===== src/rtl/riscv_str_ops_ctrl.sv =====
// rtl/riscv_str_ops_ctrl.sv - sequencer between EX and the string-op unit: handshake, hold, capture, flush drain, timeout, op counter
module riscv_str_ops_ctrl #(
    parameter int TIMEOUT_CYCLES = 16,
    parameter int CNT_WIDTH      = 32,
    parameter int STR_OP_WIDTH   = 2
) (
    input  logic                    clk,
    input  logic                    rst_n,
    input  logic                    req_i,
    input  logic [STR_OP_WIDTH-1:0] operator_i,
    input  logic [31:0]             operand_i,
    output logic                    req_ready_o,
    output logic [31:0]             result_o,
    output logic                    result_valid_o,
    input  logic                    ex_ready_i,
    input  logic                    flush_i,
    output logic                    timeout_o,
    output logic [CNT_WIDTH-1:0]    op_count_o,
    output logic                    unit_enable_o,
    output logic [STR_OP_WIDTH-1:0] unit_operator_o,
    output logic [31:0]             unit_operand_o,
    input  logic [31:0]             unit_result_i,
    input  logic                    unit_ready_i,
    output logic                    unit_ack_o
);

    localparam int TW = $clog2(TIMEOUT_CYCLES + 1);
    localparam logic [TW-1:0] TIMER_LAST = TW'(TIMEOUT_CYCLES - 1);

    typedef enum logic [1:0] {
        IDLE  = 2'd0,
        BUSY  = 2'd1,
        DONE  = 2'd2,
        DRAIN = 2'd3
    } state_t;

    state_t                  state_q, state_d;
    logic [STR_OP_WIDTH-1:0] op_q;
    logic [31:0]             operand_q;
    logic [31:0]             result_q;
    logic [TW-1:0]           timer_q;
    logic [CNT_WIDTH-1:0]    count_q;

    logic accept;
    logic capture;

    always_ff @(posedge clk or negedge rst_n) begin
        if (!rst_n) begin
            state_q   <= IDLE;
            op_q      <= '0;
            operand_q <= '0;
            result_q  <= '0;
            timer_q   <= '0;
            count_q   <= '0;
        end else begin
            state_q <= state_d;
            if (accept) begin
                op_q      <= operator_i;
                operand_q <= operand_i;
                timer_q   <= '0;
            end else if (state_q == BUSY) begin
                timer_q <= timer_q + TW'(1);
            end
            if (capture) begin
                result_q <= unit_result_i;
                if (!(&count_q)) begin
                    count_q <= count_q + CNT_WIDTH'(1);
                end
            end else if (timeout_o) begin
                result_q <= '0;
            end
        end
    end

    // Flush outranks ready and timeout in BUSY; a flushed or timed-out op must drain the unit.
    always_comb begin
        state_d       = state_q;
        accept        = 1'b0;
        capture       = 1'b0;
        req_ready_o   = 1'b0;
        unit_enable_o = 1'b0;
        unit_ack_o    = 1'b0;
        timeout_o     = 1'b0;
        case (state_q)
            IDLE: begin
                req_ready_o = 1'b1;
                if (req_i && !flush_i) begin
                    accept  = 1'b1;
                    state_d = BUSY;
                end
            end
            BUSY: begin
                unit_enable_o = 1'b1;
                if (flush_i) begin
                    state_d = DRAIN;
                end else if (unit_ready_i) begin
                    capture    = 1'b1;
                    unit_ack_o = 1'b1;
                    state_d    = DONE;
                end else if (timer_q == TIMER_LAST) begin
                    timeout_o = 1'b1;
                    state_d   = DRAIN;
                end
            end
            DONE: begin
                if (ex_ready_i || flush_i) begin
                    state_d = IDLE;
                end
            end
            DRAIN: begin
                unit_ack_o = 1'b1;
                if (unit_ready_i) begin
                    state_d = IDLE;
                end
            end
            default: state_d = IDLE;
        endcase
    end

    assign result_o        = result_q;
    assign result_valid_o  = (state_q == DONE);
    assign op_count_o      = count_q;
    assign unit_operator_o = op_q;
    assign unit_operand_o  = operand_q;

endmodule

===== config.mk =====
export PLATFORM = sky130hd
export DESIGN_NAME = riscv_str_ops_ctrl
export DESIGN_NICKNAME = d
export VERILOG_FILES = /design/src/rtl/riscv_str_ops_ctrl.sv
export SDC_FILE = /design/constraint.sdc
export NUM_CORES = 1
export LEC_CHECK = 0
export ABC_AREA = 1
export CORE_UTILIZATION = 41
export CTS_CLUSTER_DIAMETER = 80
export CTS_CLUSTER_SIZE = 16
export DETAILED_ROUTE_END_ITERATION = 6
export HOLD_SLACK_MARGIN = 0.03
export PLACE_DENSITY = 0.82
export SLEW_MARGIN = 20
export SYNTH_ARGS = -nofsm -noshare
export SYNTH_HDL_FRONTEND = slang
export SYNTH_SLANG_ARGS = --single-unit

===== constraint.sdc =====
create_clock -name clk -period 1.6 [get_ports clk]
set_input_delay 0.16 -clock clk [delete_from_list [all_inputs] [get_ports clk]]
set_output_delay 0.16 -clock clk [all_outputs]
set_load 0.01 [all_outputs]

==> results <==
power breakdown:
part / total, mW / internal, mW / switching, mW
Combinational: 4.75 / 2.76 / 2.00
Clock: 2.29 / 1.27 / 1.02
Sequential: 4.07 / 3.59 / 0.485
Total: 11.1 / 7.62 / 3.50
area by class of cell:
type | count | area, µm² | area share, %
sequential | 105 | 2640 | 31.9
inverter | 37 | 151 | 1.83
timing repair buffer | 258 | 2550 | 30.9
multi-input combinational | 436 | 2420 | 29.3
tap | 147 | 184 | 2.23
timing repair inverter | 1 | 8.76 | 0.106
clock inverter | 5 | 62.6 | 0.758
clock buffer | 11 | 243 | 2.94
flip-flops by register name, summed over array words and instances (netlist names):
| register | flops |
|---|---|
| op_count_o | 32 |
| result_o | 32 |
| state_q | 2 |
| timer_q | 5 |
| unit_operand_o | 32 |
| unit_operator_o | 2 |
metal layers:
metal	wire, µm	GRT usage [%]	vias to the layer above
met5	0	0	-
met2	7670	38.7	255
met3	1090	3.96	32
li1	-	-	2404
met1	6380	28.2	2384
met4	376	9.60	0
repair_timing:
item | 4_1_cts | 5_1_grt
pin swaps | 9 | 28
gates cloned | 1 | 5
hold buffers | 1 | 0
endpoints found under the hold margin | 26 | 0
setup endpoints to repair | 61 | 78
buffers inserted | 11 | 13
resized for setup | 30 | 90
cell usage after synthesis (2+ instances only):
library cell	instances
nand2_1	233
dfrtp_1	105
nand3_1	58
nor2_1	56
inv_1	35
mux2_2	34
buf_2	11
nand4_1	9
nand3b_1	7
o21ai_0	7
nand2_2	5
nor2_2	4
xnor2_1	4
xor2_1	4
buf_4	3
ha_1	3
a21oi_1	2
buf_1	2
inv_2	2
nor2_4	2
nor3_1	2
o22ai_1	2
stage by stage:
| step | setup TNS [ps] | cell area, µm² | power (mW) | instances |
|---|---|---|---|---|
| floorplan | 0 | 5030 | 5.93 | 596 |
| global placement | -923 | 7350 | 8.47 | 957 |
| detailed placement | -3500 | 7350 | 8.64 | 957 |
| CTS | -420 | 7800 | 11.0 | 984 |
| global route | -7780 | 8250 | 11.7 | 1000 |
| finish | -1690 | 8250 | 11.1 | 1000 |
critical path, stage by stage (launching register included):
cell and delay (ps):
dfrtp_1 390, ha_2 210, nand2_2 80, nor2_2 40
ha_2 170, buf_4 140, buf_6 110, nor4_4 300
nor2_2 90, nand3_1 90, nand2_1 50
kinds of logic after synthesis:
| group | count (synthesis) | synth area share [%] |
|---|---|---|
| xor+xnor | 8 | 1.39 |
| mux | 34 | 7.61 |
| flops | 105 | 52.2 |
| compound gates | 12 | 1.27 |
| fa+ha+maj | 3 | 0.746 |
| buf+inv | 55 | 4.75 |
| simple gates | 379 | 32.0 |
worst max path at each step:
stage | cells past startpoint | slack (ps) | end | start
CTS | 7 | -140 | timeout_o | timer_q[1]$_DFFE_PN0P_
floorplan | 11 | 7 | op_count_o[20]$_DFFE_PN0P_ | op_count_o[0]$_DFFE_PN0P_
global placement | 6 | -130 | unit_ack_o | unit_ready_i
global route | 7 | -260 | timeout_o | timer_q[0]$_DFFE_PN0P_
detailed placement | 7 | -160 | timeout_o | timer_q[0]$_DFFE_PN0P_
finish | 10 | -180 | state_q[0]$_DFFE_PN0P_ | timer_q[0]$_DFFE_PN0P_
==> flow_summary.json <==
{
  "end_kind": "flip-flop",
  "powerDensity_nw_per_um2": 1350,
  "max-cap-violations": 0,
  "slew_headroom_pct": 70.6,
  "die_h_um": 113,
  "gp_congestion": 1.03,
  "syn_area_per_cell_um2": 8.44,
  "ys_ff_latch": 105,
  "drive_gt1_share_pct": 24.4,
  "rsz0062_at_grt": "true",
  "clk_path_buf_depth": 2,
  "final_core_util_pct": 69.0,
  "violations": "negative setup slack",
  "setup_slack_ps": -179,
  "routed_wirelength_um": 15500,
  "required_ps": 1850,
  "vias": 5075,
  "cts_buffers": 9,
  "syn2layout_area_growth_pct": 64.0,
  "drc": 0,
  "grt_start_max_net_pins": 34,
  "finClkSkew_ps": 6.20,
  "grt.total_usage_pct": 22.6,
  "syn_area_um2": 5030,
  "antenna_found_initial": 0,
  "cp.arrival_ps": 2030,
  "die_w_um": 113,
  "fillers": 867,
  "cp_max_fo": 3,
  "ir_drop_uv": 715,
  "insertion_delay_ps": 350,
  "grt_pass1_vias": 4681,
  "layout_common_cells": "207 x nand2_1, 157 x clkdlybuf4s50_1, 99 x dfrtp_1, 69 x buf_4, 56 x nand3_1",
  "synth_ff_type": "dfrtp_1",
  "ys_async_sr_fraction_pct": 100,
  "ys_seq_area_share_pct": 52.2,
  "setup-violations-final": 50,
  "fmax_mhz": 562,
  "detail_route.wl_per_cell_um": 15.5,
  "start_util_pct": 42.1,
  "synthTopCellsByArea": "dfrtp_1 52%, nand2_1 17%, mux2_2 7.6%",
  "hold_ws_ps": 307,
  "r2r_slack_ps": -180,
  "holdCritPathClass": "in2async",
  "portBuffers": 174,
  "critPathLaunchType": "flip-flop",
  "layout_commonest_cell": "nand2_1",
  "tritoncts": "built",
  "criticalPathCategory": "reg2reg",
  "antenna_cells": 0,
  "cts_root_buf": "clkbuf_16",
  "numClockSinks": 105,
  "clk_pin_slew_ps": 70,
  "synthCells": 596,
  "synth-edff-count": 0,
  "rr_endpoint": "state_q[0]$_DFFE_PN0P_",
  "gr-total-overflow": 0,
  "drtIter0Drc": 313,
  "yosysTopAreaCell": "dfrtp_1",
  "worst_pin_slew_ps": 441,
  "pre_cts_slack_ps": -162,
  "htree_num_levels": 3,
  "synthDistinctLibCells": 28,
  "ant_nets": 0,
  "fin_nets": 923,
  "p_leak_nw": 3.94,
  "reg2reg_depth": 10,
  "period_needed_ps": 1780,
  "slew_viol_final": 0,
  "r2r_start": "timer_q[0]$_DFFE_PN0P_",
  "die_area_um2": 12700,
  "status": "finished with violations",
  "yosysTopAreaCellShare_pct": 52.2,
  "finalHoldViolCount": 0,
  "synth_fp_nets": 671,
  "placementRows": 40,
  "core_um2": 12000,
  "grt_pass1_wl_um": 22600,
  "yosys_warnings": 0,
  "via_per_inst": 5.08,
  "dp_hpwl_um": 10300,
  "finalCritPeriodShare_pct": 111,
  "io-pin-count": 175,
  "drtPass1Iterations": 5
}
No activity file was read; power rests on OpenSTA's default activity.
